## config.mk

```make
export PLATFORM = sky130hd
export DESIGN_NAME = chunked_serial_adder
export DESIGN_NICKNAME = d
export VERILOG_FILES = /design/src/rtl/chunked_serial_adder.sv
export SDC_FILE = /design/constraint.sdc
export NUM_CORES = 1
export LEC_CHECK = 0
export BUFFER_PORTS_ARGS = -buffer_cell sky130_fd_sc_hd__buf_2
export CORE_MARGIN = 5
export CORE_UTILIZATION = 54
export DETAILED_ROUTE_END_ITERATION = 8
export PLACE_DENSITY = 0.82
export SLEW_MARGIN = 20
export SYNTH_ARGS = -nofsm -noshare
export SYNTH_HDL_FRONTEND = slang
export SYNTH_SLANG_ARGS = --single-unit
```

## constraint.sdc

```tcl
create_clock -name clk -period 3.6 [get_ports clk]
set_input_delay 0.36 -clock clk [delete_from_list [all_inputs] [get_ports clk]]
set_output_delay 0.36 -clock clk [all_outputs]
set_load 0.01 [all_outputs]
```

## src/rtl/chunked_serial_adder.sv

```systemverilog
// chunked_serial_adder: multi-cycle adder/subtractor that processes CHUNK bits
// per clock and carries between slices in a carry register. Operands are captured
// on the input handshake, and the result is held until the output handshake.
// Optional feature macro: ADDER_OVF_EN adds the signed-overflow output 'ovf'.

// One CHUNK-bit slice of the adder; the top reuses a single instance every cycle.
module csa_slice #(
   parameter int CHUNK = 8
) (
   input  logic [CHUNK-1:0] a,
   input  logic [CHUNK-1:0] b,
   input  logic             ci,
   output logic [CHUNK-1:0] s,
   output logic             co
);

   // CHUNK-bit add with carry-in and carry-out
   always_comb begin
      {co, s} = {1'b0, a} + {1'b0, b} + {{CHUNK{1'b0}}, ci};
   end

endmodule

module chunked_serial_adder #(
   parameter int WIDTH = 32,
   parameter int CHUNK = 8
) (
   input  logic             clk,
   input  logic             rst,
   input  logic             in_valid,
   output logic             in_ready,
   input  logic [WIDTH-1:0] a,
   input  logic [WIDTH-1:0] b,
   input  logic             cin,
   input  logic             sub,
   output logic             out_valid,
   input  logic             out_ready,
   output logic [WIDTH-1:0] sum,
   output logic             cout
`ifdef ADDER_OVF_EN
   ,output logic            ovf
`endif
);

   localparam int NCHUNK = WIDTH / CHUNK;
   localparam int IDXW   = (NCHUNK > 1) ? $clog2(NCHUNK) : 1;
   localparam logic [IDXW-1:0]  LAST_IDX   = IDXW'(NCHUNK - 1);
   localparam logic [WIDTH-1:0] SLICE_MASK = WIDTH'({CHUNK{1'b1}});

   localparam logic [1:0] S_IDLE = 2'd0;
   localparam logic [1:0] S_BUSY = 2'd1;
   localparam logic [1:0] S_DONE = 2'd2;

   // Reject geometries that would leave a partial slice
   generate
      if (CHUNK < 1 || NCHUNK < 1 || (WIDTH % CHUNK) != 0) begin : g_bad_geometry
         $error("chunked_serial_adder: WIDTH must be a positive multiple of CHUNK");
      end
   endgenerate

   logic [1:0]       state_q, state_d;
   logic [WIDTH-1:0] opa_q,   opa_d;
   logic [WIDTH-1:0] opb_q,   opb_d;
   logic             carry_q, carry_d;
   logic [IDXW-1:0]  idx_q,   idx_d;
   logic [WIDTH-1:0] sum_q,   sum_d;
   logic             cout_q,  cout_d;
`ifdef ADDER_OVF_EN
   logic             ovf_q,   ovf_d;
`endif

   logic [31:0]      off;
   logic [CHUNK-1:0] sl_a, sl_b, sl_s;
   logic             sl_co;
   logic             accept;

   // Bit offset of the slice being worked on, and the operand slices at it.
   // Shifting instead of an indexed part-select keeps the index width exact.
   always_comb begin
      off  = 32'(idx_q) * 32'(CHUNK);
      sl_a = CHUNK'(opa_q >> off);
      sl_b = CHUNK'(opb_q >> off);
   end

   csa_slice #(.CHUNK(CHUNK)) u_slice (
      .a  (sl_a),
      .b  (sl_b),
      .ci (carry_q),
      .s  (sl_s),
      .co (sl_co)
   );

   assign in_ready  = (state_q == S_IDLE) & ~rst;
   assign out_valid = (state_q == S_DONE);
   assign accept    = in_valid & in_ready;
   assign sum       = sum_q;
   assign cout      = cout_q;
`ifdef ADDER_OVF_EN
   assign ovf       = ovf_q;
`endif

   // Next-state logic: capture on accept, one slice per BUSY cycle, hold in DONE.
   // Subtraction is folded into the capture (a + ~b + ~cin), so after accept the
   // datapath is a plain adder and 'sub' does not need to be kept.
   always_comb begin
      state_d = state_q;
      opa_d   = opa_q;
      opb_d   = opb_q;
      carry_d = carry_q;
      idx_d   = idx_q;
      sum_d   = sum_q;
      cout_d  = cout_q;
`ifdef ADDER_OVF_EN
      ovf_d   = ovf_q;
`endif
      case (state_q)
         S_IDLE: begin
            if (accept) begin
               opa_d   = a;
               opb_d   = sub ? ~b : b;
               carry_d = sub ? ~cin : cin;
               idx_d   = '0;
               state_d = S_BUSY;
            end
         end
         S_BUSY: begin
            sum_d   = (sum_q & ~(SLICE_MASK << off)) | (WIDTH'(sl_s) << off);
            carry_d = sl_co;
            idx_d   = idx_q + 1'b1;
            if (idx_q == LAST_IDX) begin
               cout_d  = sl_co;
`ifdef ADDER_OVF_EN
               // Equal operand signs with a differing result sign is the same
               // condition as carry-into-MSB differing from carry-out-of-MSB.
               ovf_d   = (sl_a[CHUNK-1] ~^ sl_b[CHUNK-1]) & (sl_s[CHUNK-1] ^ sl_a[CHUNK-1]);
`endif
               idx_d   = '0;
               state_d = S_DONE;
            end
         end
         S_DONE: begin
            if (out_ready) begin
               state_d = S_IDLE;
            end
         end
         default: begin
            state_d = S_IDLE;
         end
      endcase
   end

   // State registers; reset discards any in-flight operation
   always_ff @(posedge clk) begin
      if (rst) begin
         state_q <= S_IDLE;
         opa_q   <= '0;
         opb_q   <= '0;
         carry_q <= 1'b0;
         idx_q   <= '0;
         sum_q   <= '0;
         cout_q  <= 1'b0;
`ifdef ADDER_OVF_EN
         ovf_q   <= 1'b0;
`endif
      end else begin
         state_q <= state_d;
         opa_q   <= opa_d;
         opb_q   <= opb_d;
         carry_q <= carry_d;
         idx_q   <= idx_d;
         sum_q   <= sum_d;
         cout_q  <= cout_d;
`ifdef ADDER_OVF_EN
         ovf_q   <= ovf_d;
`endif
      end
   end

endmodule
```

==> results of run 1 <==
==> metal layers <==
metal / up-vias / share of wire [%] / track usage, %
met2: 107 / 50 / 34.88
met1: 1716 / 42 / 26.23
li1: 1839 / - / -
met5: - / 0 / 0
met4: 0 / 1.7 / 6.673
met3: 16 / 5.6 / 4.963
==> metrics by stage <==
step                      power [W]  hold slack (ns)  cell area (um^2)
after floorplan            0.001539           0.4462              4697
after global placement     0.001648           0.4566              5223
after detailed placement   0.001661           0.4611              5223
after CTS                  0.002355           0.1579              5414
after global routing       0.002457           0.1466              5414
final                      0.002340           0.1685              5414
==> how the worst max path moves through the flow <==
| stage | from | to | cells after the start |
|---|---|---|---|
| after floorplan | idx_q[0]$_SDFFE_PP0P_ | sum[14]$_SDFFE_PP0P_ | 9 |
| after global placement | idx_q[0]$_SDFFE_PP0P_ | sum[22]$_SDFFE_PP0P_ | 8 |
| after detailed placement | idx_q[0]$_SDFFE_PP0P_ | sum[14]$_SDFFE_PP0P_ | 8 |
| after CTS | idx_q[0]$_SDFFE_PP0P_ | sum[14]$_SDFFE_PP0P_ | 8 |
| after global routing | idx_q[0]$_SDFFE_PP0P_ | sum[14]$_SDFFE_PP0P_ | 8 |
| final | idx_q[0]$_SDFFE_PP0P_ | sum[14]$_SDFFE_PP0P_ | 8 |
==> placed cells by master (no fill, tap or decap), types with 9 or more instances in the layout <==
| cell | instances |
|---|---|
| sky130_fd_sc_hd__mux4_2 | 16 |
| sky130_fd_sc_hd__ha_1 | 11 |
| sky130_fd_sc_hd__xnor2_1 | 35 |
| sky130_fd_sc_hd__dfxtp_1 | 102 |
| sky130_fd_sc_hd__a21oi_1 | 12 |
| sky130_fd_sc_hd__nand2_1 | 73 |
| sky130_fd_sc_hd__a22oi_1 | 12 |
| sky130_fd_sc_hd__nand3b_1 | 64 |
| sky130_fd_sc_hd__buf_2 | 104 |
| sky130_fd_sc_hd__o21ai_0 | 32 |
| sky130_fd_sc_hd__clkbuf_8 | 9 |
| sky130_fd_sc_hd__a22o_1 | 20 |
| sky130_fd_sc_hd__nor2_1 | 16 |
==> power by group <==
part	internal, W	total [W]	leakage (nW)	switching (W)
Combinational	0.000181	0.000394	1.41	0.000213
Sequential	0.00120	0.00124	0.834	0.0000442
Clock	0.000323	0.000704	0.0935	0.000380
==> synthesized netlist by cell type, types with 2 or more instances <==
cell type / number
sky130_fd_sc_hd__a21oi_1: 12
sky130_fd_sc_hd__a22o_1: 20
sky130_fd_sc_hd__a22oi_1: 12
sky130_fd_sc_hd__buf_2: 14
sky130_fd_sc_hd__buf_4: 2
sky130_fd_sc_hd__buf_6: 2
sky130_fd_sc_hd__clkbuf_1: 16
sky130_fd_sc_hd__dfxtp_1: 102
sky130_fd_sc_hd__fa_1: 2
sky130_fd_sc_hd__ha_1: 11
sky130_fd_sc_hd__inv_1: 4
sky130_fd_sc_hd__mux4_2: 16
sky130_fd_sc_hd__nand2_1: 73
sky130_fd_sc_hd__nand2_2: 2
sky130_fd_sc_hd__nand2b_1: 3
sky130_fd_sc_hd__nand3_1: 2
sky130_fd_sc_hd__nand3b_1: 64
sky130_fd_sc_hd__nor2_1: 16
sky130_fd_sc_hd__nor3_1: 3
sky130_fd_sc_hd__nor3_2: 3
sky130_fd_sc_hd__nor4_2: 2
sky130_fd_sc_hd__o21a_1: 2
sky130_fd_sc_hd__o21ai_0: 32
sky130_fd_sc_hd__xnor2_1: 35
sky130_fd_sc_hd__xor2_1: 3
==> logic make-up (layout without fill, tap and decap cells) <==
family	after synthesis	count (layout)	synth area share (%)
AOI/OAI and AO/OA	89	89	12.81
xor gates and xnor gates	38	38	7.086
muxes	17	17	7.885
DFF	102	102	43.47
and+or+nand+nor	175	175	21.07
buffers and inverters	38	129	3.889
adders and majority gates	13	13	3.783
==> sequential cells by signal (all words and copies together) (netlist names) <==
name     count
carry_q      1
cout         1
idx_q        2
opa_q       32
opb_q       32
state_q      2
sum         32
==> area by class of cell <==
class / count / area, um^2
sequential: 102 / 2042
clock buffer: 11 / 131.4
timing repair buffer: 109 / 558.0
clock inverter: 5 / 60.06
multi-input combinational: 332 / 2472
tap: 108 / 135.1
fill: 746 / 3179
inverter: 4 / 15.01
==> worst max-delay path, stage by stage, from the launching register on <==
cell and delay, ns:
sky130_fd_sc_hd__dfxtp_1 0.50, sky130_fd_sc_hd__mux4_2 0.58, sky130_fd_sc_hd__fa_1 0.48, sky130_fd_sc_hd__fa_1 0.43, sky130_fd_sc_hd__a21oi_1 0.19, sky130_fd_sc_hd__o21ai_1 0.14, sky130_fd_sc_hd__a21oi_1 0.20, sky130_fd_sc_hd__xnor2_1 0.15
sky130_fd_sc_hd__a22o_1 0.23
==> metrics.yaml, run 1 <==
grt:
  grt_first_pass_wirelength_mm: 17.10
  number_of_global_route_vias_before_repair: 3626
  track_usage_pct: 20.69
  grt_max_degree: 99
  globalRoute.totalOverflow: 0
  initial_antenna_violation_count: 0
layout:
  syn2layout_area_growth_pct: 15.26
  insertedDiodeCount: 0
  design.final.nets: 641
  post_route_cells_drive_above_1_share_pct: 27.18
  final_cell_count_no_fill: 671
  final_core_utilization_pct: 63.00
synth:
  post_synth_instance_area_um2: 4697
  synth_area_leaders: "sky130_fd_sc_hd__dfxtp_1, sky130_fd_sc_hd__nand3b_1, sky130_fd_sc_hd__mux4_2, sky130_fd_sc_hd__xnor2_1, sky130_fd_sc_hd__nand2_1"
  synth.avg_cell_area_um2: 9.951
  proportion_of_netlist_area_held_by_the_largest_area_contributor_pct: 43.47
  synth_area_leader: "sky130_fd_sc_hd__dfxtp_1"
  yosysUniqueCellTypes: 44
  dominantRegCellSynth: "sky130_fd_sc_hd__dfxtp_1"
  synthCells: 472
  number_of_enable_type_register_cells_in_the_synthesized_netlist: 0
  synth_seq_cells: 102
  postSynth.asyncResetShare_pct: 0
  sequential_area_share_after_synthesis_pct: 43.47
  ys.warnings.count: 0
  mappedNetlistNets: 555
job:
  cap_violations: 0
sta:
  setup_viols_final: 0
  worst_setup_slack_final_ns: 0.6123
  timing_max_transition_violations_final: 0
  final_clock_period_utilization_by_the_worst_path_pct: 82.99
  rsz_0062_raised_after_global_routing: "false"
  slew-limit-headroom_pct: 42.77
  max_freq_mhz: 334.7
  tightestPinTransition_ns: 0.8584
  clock-skew-final_ns: 0.006735
  hold_viol_final: 0
  post-route-min-period_ns: 2.988
  final.setup.tns_ns: 0
floorplan:
  die_h_um: 103.3
  dieArea_um2: 10660
  floorplan.core_area_um2: 8593
  io_pins: 105
  die_width_um: 103.3
  placementRows: 34
  initial_core_utilization_pct: 54.66
cts:
  htreeDepth: 3
  post_cts.resized_instances: 0
  clock_latency_ns: 0.37
  postCtsHoldBufs: 0
  clockBufferDepth: 2
  cts-buffers-inserted: 9
  cts_tree: "done"
  clock_pin_slew_reported_for_the_worst_setup_and_hold_paths_after_clock_tree_synthesis_ns: 0.09
  clock-sinks: 102
  cts_setup_buffers: 0
  root_buffer: "sky130_fd_sc_hd__clkbuf_8"
hold_path:
  holdPathEnd: "opa_q[14]$_SDFFE_PP0P_"
  min-delay-start: "a[14]"
  timing.hold.worst.class: "in -> reg"
  worst_hold_path.num_cells: 3
setup_path:
  worst-setup-path-type: "reg -> reg"
  critPathCaptureType: "flip-flop"
  type_of_element_launching_the_critical_path: "flip-flop"
  reg2reg_depth: 8
  worst_reg2reg_path_endpoint: "sum[14]$_SDFFE_PP0P_"
  r2r_setup_slack_ns: 0.61
  crit_required_ns: 3.87
  critical_path.reg2reg.startpoint: "idx_q[0]$_SDFFE_PP0P_"
  critPathArrivalTime_ns: 3.26
  worstPathMaxFanout: 5
placement:
  pre_cts_slack_ns: 0.5943
  placed_cells_incl_taps: 655
  buffer_ports.inserted: 104
  dp_hpwl_mm: 7.914
  gp_congestion: 0.8635
drt:
  post_drt_via_cell_ratio: 5.481
  drt-pass1-iter-count: 5
  drtAntennaViolNets: 0
  vias: 3678
  route.detailed.wl_per_inst_um: 15.90
  drc: 0
  finalWirelength_mm: 10.67
  drtIter0Drc: 170
power_and_ir_drop:
  power.density_nw_per_um2: 432.2
  max-vdd-ir-drop_mv: 0.2067
  leakage_nw: 2.337
outcome:
  run_status: "complete, no violations"
(Power assumes the default switching activity.)
==> run 2: changes to the inputs <==
- clock period: 3.6 -> 3 ns (I/O delays scaled with it)
==> metrics.yaml, run 2 (same netlist as run 1, synthesis figures left out) <==
sta:
  final.setup.tns_ns: 0
  max_freq_mhz: 356.2
  clock-skew-final_ns: 0.009973
  rsz_0062_raised_after_global_routing: "false"
  tightestPinTransition_ns: 0.9231
  final_clock_period_utilization_by_the_worst_path_pct: 93.58
  worst_setup_slack_final_ns: 0.1927
  slew-limit-headroom_pct: 38.24
  setup_viols_final: 0
  hold_viol_final: 0
  post-route-min-period_ns: 2.807
  timing_max_transition_violations_final: 0
floorplan:
  floorplan.core_area_um2: 8593
  placementRows: 34
  die_width_um: 103.3
  initial_core_utilization_pct: 54.66
  die_h_um: 103.3
  dieArea_um2: 10660
  io_pins: 105
setup_path:
  critPathArrivalTime_ns: 3.07
  cp_slowest_cell: "sky130_fd_sc_hd__mux4_2"
  cp_cell_sequence: "mux4_2 > fa_1 > fa_1 > a21oi_1 > o21ai_1 > a21oi_1 > xnor2_1 > a22o_1"
  critPathCaptureType: "flip-flop"
  worstPathMaxFanout: 5
  worst-setup-path-type: "reg -> reg"
  crit_required_ns: 3.26
  type_of_element_launching_the_critical_path: "flip-flop"
  max_stage_delay_ns: 0.53
grt:
  track_usage_pct: 20.56
  grt_first_pass_wirelength_mm: 17.05
  globalRoute.totalOverflow: 0
  initial_antenna_violation_count: 0
  grt_max_degree: 91
  number_of_global_route_vias_before_repair: 3567
placement:
  pre_cts_slack_ns: 0.1307
  buffer_ports.inserted: 104
  dp_hpwl_mm: 7.851
  gp_congestion: 0.8865
power_and_ir_drop:
  power_report.internal_total_w: 0.002155
  max-vdd-ir-drop_mv: 0.2276
  leakage_nw: 2.383
  pwr-share-comb_pct: 16.6
  total_power_draw_w: 0.002923
  power.switching_w: 0.0007676
  power.share.switching_pct: 26.26
  pwr-share-seq_pct: 50.8
  power.density_nw_per_um2: 532.9
  clock_power_share_pct: 32.6
drt:
  finalWirelength_mm: 10.58
  drt-pass1-iter-count: 4
  post_drt_via_cell_ratio: 5.463
  drc: 0
  drtIter0Drc: 129
  vias: 3693
  route.detailed.wl_per_inst_um: 15.66
  drtAntennaViolNets: 0
layout:
  final_common_cell: "sky130_fd_sc_hd__buf_2"
  final_cell_mix: "sky130_fd_sc_hd__buf_2, sky130_fd_sc_hd__dfxtp_1, sky130_fd_sc_hd__nand2_1"
  post_route_cells_drive_above_1_share_pct: 28.17
  insertedDiodeCount: 0
  design.final.nets: 646
  syn2layout_area_growth_pct: 16.78
cts:
  clock-sinks: 102
  cts-buffers-inserted: 9
  htreeDepth: 3
  clock_pin_slew_reported_for_the_worst_setup_and_hold_paths_after_clock_tree_synthesis_ns: 0.10
  clockBufferDepth: 2
  root_buffer: "sky130_fd_sc_hd__clkbuf_8"
  cts_tree: "done"
  postCtsHoldBufs: 0
  clock_latency_ns: 0.37
job:
  cap_violations: 0
hold_path:
  timing.hold.worst.class: "in -> reg"
outcome:
  run_status: "complete, no violations"
## run 2: cell types whose count changed in the layout (fill, tap and decap cells not counted), sizes merged
cell      previous run  this run
clkinvlp             1         0
buf                109       114
bufinv               1         2
## run 2: worst max-delay path, delay by kind of cell (launching register included)
family,cells,cell delay [ns]
DFF,1,0.40
AOI/OAI and AO/OA,4,0.74
muxes,1,0.53
adders and majority gates,2,0.90
xor gates and xnor gates,1,0.14
## run 2: per-stage QoR
| stage | instances | util [%] | area [um^2] | hold slack (ns) |
|---|---|---|---|---|
| 2_1_floorplan | 472 | - | 4697 | 0.3990 |
| 3_3_place_gp | 660 | 61.21 | 5260 | 0.4567 |
| 3_5_place_dp | 660 | 61.21 | 5260 | 0.4516 |
| 4_1_cts | 676 | 63.82 | 5484 | 0.1014 |
| 5_1_grt | 676 | 63.83 | 5485 | 0.1132 |
| 6_report | 676 | 63.83 | 5485 | 0.1087 |
## run 2: routing by layer
layer / routed length (um) / global-route usage, %
met5: 0 / 0
met4: 188 / 8.167
met3: 532 / 3.018
met2: 5287 / 35.13
met1: 4575 / 26.22
## run 2: final timing paths
| path | startpoint | slack, ns | endpoint | cells past startpoint |
|---|---|---|---|---|
| setup / recovery | idx_q[0]$_SDFFE_PP0P_ | 0.19 | sum[22]$_SDFFE_PP0P_ | 8 |
| hold / removal | a[27] | 0.11 | opa_q[27]$_SDFFE_PP0P_ | 3 |
| setup reg to reg | idx_q[0]$_SDFFE_PP0P_ | 0.19 | sum[22]$_SDFFE_PP0P_ | 8 |
| hold reg to reg | cout$_SDFFE_PP0P_ | 0.47 | cout$_SDFFE_PP0P_ | 2 |
## run 2: cell type report
type,count,area [um^2]
fillers,714,3108
multi-input cells,332,2472
flip-flops and latches,102,2043
repair buffers,114,595.6
clock buffers,11,141.4
well taps,108,135.1
clock inverters,5,82.58
inverters,4,15.01
## run 2: power by group through the flow
| stage | clock network (W) | registers [W] | logic (W) |
|---|---|---|---|
| 2_1_floorplan | 0 | 0.00151 | 0.000339 |
| 3_3_place_gp | 0 | 0.00151 | 0.000469 |
| 3_5_place_dp | 0 | 0.00152 | 0.000482 |
| 4_1_cts | 0.000966 | 0.00149 | 0.000487 |
| 5_1_grt | 0.00102 | 0.00150 | 0.000536 |
| 6_report | 0.000952 | 0.00149 | 0.000485 |
## run 2: repair_timing
item,4_1_cts,5_1_grt
buffers inserted,0,0
gates resized for setup,0,1
setup endpoints to repair,0,4
